==> src/rtl/mem_stage_ctrl_if.sv <==
// Data-memory request/ready bus between the MEM-stage controller (master) and data memory (slave).
interface mem_stage_ctrl_if #(
  parameter int DATA_W = 32
);

  logic              dmem_req;
  logic              dmem_we;
  logic [DATA_W-1:0] dmem_addr;
  logic [DATA_W-1:0] dmem_wdata;
  logic              dmem_ready;
  logic [DATA_W-1:0] dmem_rdata;

  modport master (
    output dmem_req,
    output dmem_we,
    output dmem_addr,
    output dmem_wdata,
    input  dmem_ready,
    input  dmem_rdata
  );

  modport slave (
    input  dmem_req,
    input  dmem_we,
    input  dmem_addr,
    input  dmem_wdata,
    output dmem_ready,
    output dmem_rdata
  );

endinterface

==> src/rtl/mem_stage_ctrl.sv <==
// MEM stage of the 5-stage MIPS pipe: data-memory handshake, branch resolve, stall and MEM/WB register.
// Optional misaligned-access squash is enabled by defining MEM_ALIGN_CHECK_EN.
module mem_stage_ctrl #(
  parameter int DATA_W = 32,
  parameter int REG_W  = 5
) (
  input  logic              clk,
  input  logic              reset,
  input  logic [1:0]        WB_i,
  input  logic [2:0]        M_i,
  input  logic [DATA_W-1:0] PC_i,
  input  logic              zero_i,
  input  logic [DATA_W-1:0] ALUresult_i,
  input  logic [DATA_W-1:0] writeData_i,
  input  logic [REG_W-1:0]  writeRegister_i,
  mem_stage_ctrl_if.master  dmem,
  output logic              stall_o,
  output logic              PCSrc_o,
  output logic [DATA_W-1:0] branch_target_o,
  output logic [1:0]        WB_output_o,
  output logic [DATA_W-1:0] readData_output_o,
  output logic [DATA_W-1:0] ALUresult_output_o,
  output logic [REG_W-1:0]  writeRegister_output_o,
  output logic              mem_fault_o
);

  typedef enum logic {
    IDLE = 1'b0,
    WAIT = 1'b1
  } state_t;

  state_t            state_q, state_d;
  logic              req_q, req_d;
  logic              we_q, we_d;
  logic [DATA_W-1:0] addr_q, addr_d;
  logic [DATA_W-1:0] wdata_q, wdata_d;
  logic [1:0]        wb_q, wb_d;
  logic [DATA_W-1:0] rdata_q, rdata_d;
  logic [DATA_W-1:0] alu_q, alu_d;
  logic [REG_W-1:0]  wreg_q, wreg_d;
  logic              fault_q, fault_d;

  logic memOp;
  logic alignFault;
  logic stallRaw;

  // A simultaneous MemRead+MemWrite is illegal; M[0] alone drives we, so it runs as a store.
  assign memOp = M_i[1] | M_i[0];

`ifdef MEM_ALIGN_CHECK_EN
  assign alignFault = memOp & (ALUresult_i[1:0] != 2'b00);
`else
  assign alignFault = 1'b0;
`endif

  always_ff @(posedge clk or posedge reset) begin
    if (reset) begin
      state_q <= IDLE;
      req_q   <= 1'b0;
      we_q    <= 1'b0;
      addr_q  <= '0;
      wdata_q <= '0;
      wb_q    <= 2'b00;
      rdata_q <= '0;
      alu_q   <= '0;
      wreg_q  <= '0;
      fault_q <= 1'b0;
    end else begin
      state_q <= state_d;
      req_q   <= req_d;
      we_q    <= we_d;
      addr_q  <= addr_d;
      wdata_q <= wdata_d;
      wb_q    <= wb_d;
      rdata_q <= rdata_d;
      alu_q   <= alu_d;
      wreg_q  <= wreg_d;
      fault_q <= fault_d;
    end
  end

  always_comb begin
    state_d  = state_q;
    req_d    = req_q;
    we_d     = we_q;
    addr_d   = addr_q;
    wdata_d  = wdata_q;
    fault_d  = 1'b0;
    stallRaw = 1'b0;

    unique case (state_q)
      IDLE: begin
        if (memOp && !alignFault) begin
          stallRaw = 1'b1;
          req_d    = 1'b1;
          we_d     = M_i[0];
          addr_d   = ALUresult_i;
          wdata_d  = writeData_i;
          state_d  = WAIT;
        end else if (alignFault) begin
          fault_d  = 1'b1;
        end
      end
      WAIT: begin
        // EX/MEM advances on the same edge that retires the access.
        stallRaw = !dmem.dmem_ready;
        if (dmem.dmem_ready) begin
          req_d   = 1'b0;
          state_d = IDLE;
        end
      end
      default: begin
        state_d = IDLE;
        req_d   = 1'b0;
      end
    endcase
  end

  // MEM/WB: a stall injects a bubble (WB cleared) while the data fields hold their last values.
  always_comb begin
    wb_d    = wb_q;
    rdata_d = rdata_q;
    alu_d   = alu_q;
    wreg_d  = wreg_q;
    if (stallRaw) begin
      wb_d = 2'b00;
    end else begin
      wb_d   = alignFault ? 2'b00 : WB_i;
      alu_d  = ALUresult_i;
      wreg_d = writeRegister_i;
      if ((state_q == WAIT) && dmem.dmem_ready && !we_q) begin
        rdata_d = dmem.dmem_rdata;
      end else begin
        rdata_d = '0;
      end
    end
  end

  // Stall is gated by reset so an abandoned access releases the front of the pipe immediately.
  assign stall_o         = stallRaw & ~reset;
  assign PCSrc_o         = M_i[2] & zero_i;
  assign branch_target_o = PC_i;

  assign dmem.dmem_req   = req_q;
  assign dmem.dmem_we    = we_q;
  assign dmem.dmem_addr  = addr_q;
  assign dmem.dmem_wdata = wdata_q;

  assign WB_output_o            = wb_q;
  assign readData_output_o      = rdata_q;
  assign ALUresult_output_o     = alu_q;
  assign writeRegister_output_o = wreg_q;
  assign mem_fault_o            = fault_q;

endmodule

==> src/flat_wrapper.sv <==
// flat-port wrapper written by rule: the top's interface ports become plain ports
module mem_stage_ctrl_flat 
#(
  parameter int DATA_W = 32,
  parameter int REG_W  = 5
)
  (clk, reset, WB_i, M_i, PC_i, zero_i, ALUresult_i, writeData_i, writeRegister_i, stall_o, PCSrc_o, branch_target_o, WB_output_o, readData_output_o, ALUresult_output_o, writeRegister_output_o, mem_fault_o, dmem_dmem_req, dmem_dmem_we, dmem_dmem_addr, dmem_dmem_wdata, dmem_dmem_ready, dmem_dmem_rdata);
  mem_stage_ctrl_if #(.DATA_W(DATA_W)) dmem_i ();
  input  logic clk;
  input  logic reset;
  input  logic [1:0] WB_i;
  input  logic [2:0] M_i;
  input  logic [DATA_W-1:0] PC_i;
  input  logic zero_i;
  input  logic [DATA_W-1:0] ALUresult_i;
  input  logic [DATA_W-1:0] writeData_i;
  input  logic [REG_W-1:0] writeRegister_i;
  output logic stall_o;
  output logic PCSrc_o;
  output logic [DATA_W-1:0] branch_target_o;
  output logic [1:0] WB_output_o;
  output logic [DATA_W-1:0] readData_output_o;
  output logic [DATA_W-1:0] ALUresult_output_o;
  output logic [REG_W-1:0] writeRegister_output_o;
  output logic mem_fault_o;
  output wire logic [$bits(dmem_i.dmem_req)-1:0] dmem_dmem_req;
  output wire logic [$bits(dmem_i.dmem_we)-1:0] dmem_dmem_we;
  output wire logic [$bits(dmem_i.dmem_addr)-1:0] dmem_dmem_addr;
  output wire logic [$bits(dmem_i.dmem_wdata)-1:0] dmem_dmem_wdata;
  input wire logic [$bits(dmem_i.dmem_ready)-1:0] dmem_dmem_ready;
  input wire logic [$bits(dmem_i.dmem_rdata)-1:0] dmem_dmem_rdata;
  assign dmem_dmem_req = dmem_i.dmem_req;
  assign dmem_dmem_we = dmem_i.dmem_we;
  assign dmem_dmem_addr = dmem_i.dmem_addr;
  assign dmem_dmem_wdata = dmem_i.dmem_wdata;
  assign dmem_i.dmem_ready = dmem_dmem_ready;
  assign dmem_i.dmem_rdata = dmem_dmem_rdata;
  mem_stage_ctrl #(.DATA_W(DATA_W), .REG_W(REG_W)) u_core (.clk(clk), .reset(reset), .WB_i(WB_i), .M_i(M_i), .PC_i(PC_i), .zero_i(zero_i), .ALUresult_i(ALUresult_i), .writeData_i(writeData_i), .writeRegister_i(writeRegister_i), .dmem(dmem_i), .stall_o(stall_o), .PCSrc_o(PCSrc_o), .branch_target_o(branch_target_o), .WB_output_o(WB_output_o), .readData_output_o(readData_output_o), .ALUresult_output_o(ALUresult_output_o), .writeRegister_output_o(writeRegister_output_o), .mem_fault_o(mem_fault_o));
endmodule
==> config.mk <==
export PLATFORM = sky130hd
export DESIGN_NAME = mem_stage_ctrl_flat
export DESIGN_NICKNAME = d
export VERILOG_FILES = /design/src/rtl/mem_stage_ctrl_if.sv /design/src/rtl/mem_stage_ctrl.sv /design/src/flat_wrapper.sv
export SDC_FILE = /design/constraint.sdc
export NUM_CORES = 1
export LEC_CHECK = 0
export ABC_AREA = 1
export CORE_MARGIN = 5
export CORE_UTILIZATION = 35
export DETAILED_ROUTE_END_ITERATION = 12
export PLACE_DENSITY = 0.71
export SLEW_MARGIN = 0
export SYNTH_ARGS = -nofsm -noshare
export SYNTH_HDL_FRONTEND = slang
export SYNTH_SLANG_ARGS = --single-unit
export TNS_END_PERCENT = 5
==> constraint.sdc <==
create_clock -name clk -period 10.8 [get_ports clk]
set_input_delay 1.62 -clock clk [delete_from_list [all_inputs] [get_ports clk]]
set_output_delay 1.62 -clock clk [all_outputs]
set_load 0.05 [all_outputs]
==> reports/metrics.cfg, run 1 <==
[power_and_ir_drop]
p_total_mw = 2.69
switchingPower_mw = 1.21
power.leakage_nw = 4.20
pwr-share-clk = 0.225
swShare = 0.449
seq_power_share = 0.292
intPower_mw = 1.48
peakVddDrop_mv = 0.167
comb_power_share = 0.484
p_per_area_mw_per_mm2 = 309

[cts]
holdBufCountCts = 0
h-tree-depth = 4
post_cts_resized = 0
clkSlewWorstSetupHoldPaths_ns = 0.06
insertion_delay_ns = 0.40
cts_sinks = 138
clockBufferDepth = 2
cts_setup_buffers = 0
root_buffer = clkbuf_16
cts_tree = built
cts_made_buffers = 17

[critical_path]
critPathKind = in -> out
cp_num_buf_inv = 3
endpoint = stall_o
timing.rr.start = u_core.state_q$_DFF_PP0_
cpMostUsedCell = clkdlybuf4s50_1
crit_start = dmem_dmem_ready
max_stage_delay_ns = 0.84
critPathTopFamily = buffers and inverters
end_kind = output pin
required_ns = 9.18
worst_setup_path_start_kind = input pin
cp_slowest_cell = clkdlybuf4s50_1
crit_chain = clkdlybuf4s50_1 > inv_1 > nand2_2 > a21oi_1 > clkdlybuf4s50_1
crit_cells = 5
path_max_fanout = 39
crit_arrival_ns = 3.83
r2r_slack_ns = 8.26
r2r_end = u_core.WB_output_o[1]$_DFF_PP0_
reg2reg_depth = 6

[yosys]
syn_avg_cell_area_um2 = 9.06
yosysWarnings = 0
synth_top_family_by_area = simple AND/OR/NAND/NOR gates
syn_area_mm2 = 0.00572
ys_ff_latch = 138
yosysUniqueCellTypes = 17
post_synth_fa_ha_maj_area_fraction = 0
synth_simple_gate_area_frac = 0.210
synthMuxAreaShare = 0
synth_xor_area_frac = 0
synthCells = 632
synth_seq_area_share = 0.603
synth_compound_area_frac = 0.0605
syn_nets = 774

[placement]
routabilityCongestion = 0.737
dpl.cell_count = 1030
io_buffer_count = 248
dp_hpwl_mm = 11.3
place_ws_ns = 5.34
dpl_cell_area_mm2 = 0.00808

[status]
outcome = finished clean

[die]
coreArea_mm2 = 0.0159
die_x_um = 138
io_pins = 314
die-area_mm2 = 0.0190
die_h_um = 138
rows = 46
start_util = 0.359

[finish]
syn_to_final_growth_pct = 51.9
final-instance-count-excl-fill = 1063
drive_above_1_share = 0.0485
final_common_cell = clkdlybuf4s50_1
final_cell_mix = clkdlybuf4s50_1, nand2_1, dfrtp_1
fill_cells = 1458
fin_area_mm2 = 0.00870
nets = 975
fin_util = 0.545

[routing]
drtIter0Drc = 232
first_pass_iters = 7
drtAntennaViolNets = 0
routed_via_density = 4.47
num_vias = 4753
remaining_drc_errors = 0
drt-total-wl_mm = 16.5
avgRoutedWirePerCell_um = 15.5

[timing]
fin_ws_ns = 5.35
setup_viol = 0
rsz0062_at_grt = no
clock_skew_ns = 0.00584
worstMarginPinSlew_ns = 0.943
fin_setup_tns_ns = 0
slew_viol_final = 0
layout_worst_path_cycle_share = 0.505
finalHoldViolCount = 0
finalCriticalPeriod_ns = 5.45
relSlewSlack = 0.371
fmaxAchievable_mhz = 183
hold-worst-slack_ns = 0.481

[grt]
grt_pass1_wl_mm = 25.1
grt_max_degree = 109
grt_overflow = 0
antenna_found_initial = 0
grt_pass1_vias = 4679
grt_usage = 0.171

[job]
max-cap-violations = 0

[hold_path]
hold_path_class = reg -> reg

## power by group through the flow
stage	sequential, mW	clock [mW]	combinational [mW]
finish	0.783	0.603	1.30
global route	0.809	0.643	1.37
CTS	0.785	0.619	1.31
detailed placement	0.792	0	1.31
global placement	0.786	0	1.30
floorplan	1.40	0	0.256
## registers in the layout, indices dropped and copies added (netlist names)
name	flops
u_core.ALUresult_output_o	32
u_core.dmem.dmem_addr	32
u_core.dmem.dmem_wdata	32
u_core.readData_output_o	32
u_core.writeRegister_output_o	5
u_core.WB_output_o	2
u_core.dmem.dmem_req	1
u_core.dmem.dmem_we	1
u_core.state_q	1
## cell type report
class	count	area [um^2]	area share
Antenna cell	1	2.50	0.000288
Clock buffer	23	478	0.0550
Clock inverter	9	136	0.0157
Inverter	71	272	0.0312
Multi-Input combinational cell	351	1560	0.179
Sequential cell	138	3450	0.397
Tap cell	216	270	0.0311
Timing Repair Buffer	254	2530	0.291
## worst min path at each step
stage	cells after the start	slack, ns	startpoint	endpoint
floorplan	3	0.70	u_core.state_q$_DFF_PP0_	u_core.state_q$_DFF_PP0_
global placement	2	0.46	u_core.dmem.dmem_wdata[31]$_DFFE_PP0P_	u_core.dmem.dmem_wdata[31]$_DFFE_PP0P_
detailed placement	2	0.47	u_core.dmem.dmem_addr[22]$_DFFE_PP0P_	u_core.dmem.dmem_addr[22]$_DFFE_PP0P_
CTS	2	0.49	u_core.dmem.dmem_addr[22]$_DFFE_PP0P_	u_core.dmem.dmem_addr[22]$_DFFE_PP0P_
global route	2	0.50	u_core.dmem.dmem_addr[29]$_DFFE_PP0P_	u_core.dmem.dmem_addr[29]$_DFFE_PP0P_
finish	2	0.48	u_core.dmem.dmem_addr[21]$_DFFE_PP0P_	u_core.dmem.dmem_addr[21]$_DFFE_PP0P_
## cell families after synthesis
| group | Yosys count |
|---|---|
| flops | 138 |
| other cells | 1 |
| buf+inv | 143 |
| compound gates | 67 |
| simple gates | 283 |
## cells in the mapped netlist
| cell type | number | share of area |
|---|---|---|
| nand2_2 | 1 | 0.0011 |
| o21ai_1 | 7 | 0.0061 |
| buf_1 | 1 | 0.00066 |
| nor2_2 | 1 | 0.0011 |
| inv_1 | 71 | 0.047 |
| buf_4 | 44 | 0.058 |
| a21oi_1 | 1 | 0.00087 |
| clkbuf_1 | 18 | 0.012 |
| nor2_1 | 3 | 0.0020 |
| conb_1 | 1 | 0.00066 |
| o21ai_4 | 1 | 0.0028 |
| buf_2 | 8 | 0.0070 |
| o21ai_0 | 58 | 0.051 |
| dfrtp_1 | 138 | 0.60 |
| nand2_1 | 171 | 0.11 |
| nand3_1 | 107 | 0.094 |
| buf_6 | 1 | 0.0020 |
## worst min-delay path: cells and delay by family, from the launching register on
kind,cells,cell delay [ns]
compound gates,1,0.06
flops,1,0.34
simple gates,1,0.05
## metal layers
metal / vias up / wire, um / global-route usage
li1: 2363 / - / -
met1: 2214 / 6790 / 0.215
met2: 154 / 8130 / 0.275
met3: 22 / 1290 / 0.0530
met4: 0 / 318 / 0.0681
met5: - / 0 / 0
Note: power is estimated with default switching activity, not from simulation.
==> run 2: changes to the inputs <==
clock period = 5.4 ns   (was 10.8 ns; I/O delays follow)
==> run 2 against run 1 <==
Effect of this change:
- core utilization about the same
- clock power rose by 99%
- count of clock-buffer cells in the layout fell by 2
- critical endpoint unchanged
- cell area is essentially flat
- combinational power is 100% higher
- power up 100%
- highest routed layer unchanged
==> reports/metrics.cfg, run 2 (synthesized netlist as in run 1, its figures left out) <==
[grt]
grt_pass1_wl_mm = 24.9
met1_usage = 0.210
grt_max_degree = 127
antenna_found_initial = 1
grtUsageMet2 = 0.277
gr-usage-met3 = 0.0620
top_usage_layer = met2
grt_pass1_vias = 4617
grt_usage = 0.171
grt_overflow = 0

[die]
die_x_um = 138
die-area_mm2 = 0.0190
rows = 46
io_pins = 314
coreArea_mm2 = 0.0159
die_h_um = 138
start_util = 0.359

[routing]
drtAntennaViolNets = 0
routed_via_density = 4.48
remaining_drc_errors = 0
drt-total-wl_mm = 16.5
avgRoutedWirePerCell_um = 15.5
first_pass_iters = 4
drtIter0Drc = 206
num_vias = 4757

[power_and_ir_drop]
peakVddDrop_mv = 0.278
power.leakage_nw = 4.21
p_total_mw = 5.36
p_per_area_mw_per_mm2 = 617

[timing]
setup_viol = 0
hold-worst-slack_ns = 0.481
slew_viol_final = 0
relSlewSlack = 0.270
fin_setup_tns_ns = 0
fin_ws_ns = 1.91
layout_worst_path_cycle_share = 0.646
rsz0062_at_grt = no
finalCriticalPeriod_ns = 3.49
clock_skew_ns = 0.00694
finalHoldViolCount = 0
fmaxAchievable_mhz = 287
worstMarginPinSlew_ns = 1.10

[cts]
root_buffer = clkbuf_16
cts_setup_buffers = 0
post_cts_resized = 0
holdBufCountCts = 0
cts_tree = built
clockBufferDepth = 2
cts_made_buffers = 17
h-tree-depth = 4
cts_sinks = 138
insertion_delay_ns = 0.41
clkSlewWorstSetupHoldPaths_ns = 0.06

[finish]
final_cell_mix = clkdlybuf4s50_1, nand2_1, dfrtp_1
drive_above_1_share = 0.0508
nets = 976
fill_cells = 1454
fin_area_mm2 = 0.00870
final-instance-count-excl-fill = 1063
fin_util = 0.546
syn_to_final_growth_pct = 52.0
final_common_cell = clkdlybuf4s50_1

[critical_path]
path_max_fanout = 46
worst_setup_path_start_kind = input pin
crit_arrival_ns = 2.68
end_kind = output pin
required_ns = 4.59
critPathKind = in -> out

[placement]
dpl.cell_count = 1031
dpl_cell_area_mm2 = 0.00809
routabilityCongestion = 0.762
dp_hpwl_mm = 11.4
place_ws_ns = 1.93
io_buffer_count = 248

[job]
max-cap-violations = 0

[hold_path]
hold_path_class = reg -> reg

[status]
outcome = finished clean

==> run 2: cell types whose count changed in the layout (fill, tap and decap cells not counted), sizes merged <==
| cell | before | now |
|---|---|---|
| clkbuf | 23 | 21 |
| clkinv | 2 | 4 |
| buf | 6 | 7 |
| inv | 73 | 72 |
==> run 2: cell type report <==
cell class	count	area [um^2]	area share
Sequential cell	138	3450	0.397
Antenna cell	1	2.50	0.000288
Multi-Input combinational cell	351	1560	0.179
Clock inverter	10	141	0.0162
Timing Repair Buffer	255	2530	0.291
Clock buffer	21	470	0.0541
Tap cell	216	270	0.0311
Inverter	71	272	0.0312
==> run 2: metal layers <==
layer  vias to the layer above  part of all wire
met5                         -                 0
met2                       161              0.48
met4                         0             0.025
li1                       2361                 -
met1                      2207              0.41
met3                        28             0.081
==> run 2: final timing paths <==
check                                                 startpoint                                 endpoint  slack [ns]  cells after the start
setup / recovery                                          M_i[0]                                  stall_o        1.91                      5
hold / removal             u_core.dmem.dmem_addr[23]$_DFFE_PP0P_    u_core.dmem.dmem_addr[23]$_DFFE_PP0P_        0.48                      2
setup reg to reg                        u_core.state_q$_DFF_PP0_          u_core.WB_output_o[1]$_DFF_PP0_        3.08                      6
hold reg to reg            u_core.dmem.dmem_addr[23]$_DFFE_PP0P_    u_core.dmem.dmem_addr[23]$_DFFE_PP0P_        0.48                      2
max in group asynchronous                                  reset  u_core.readData_output_o[1]$_DFFE_PP0N_        3.34                      3
min in group asynchronous                                  reset     u_core.dmem.dmem_addr[6]$_DFFE_PP0P_        1.00                      2
==> run 2: critical path: stages <==
cell	delay, ns
clkdlybuf4s50_1	0.54
o21ai_4	0.07
buf_4	0.26
a21oi_1	0.17
clkdlybuf4s50_1	0.82
==> run 2: report_power, final <==
part | total, mW | switching [mW] | leakage, nW | internal, mW
sequential | 1.57 | 0.188 | 1.70 | 1.38
combinational | 2.60 | 1.79 | 2.21 | 0.811
clock | 1.20 | 0.435 | 0.296 | 0.762
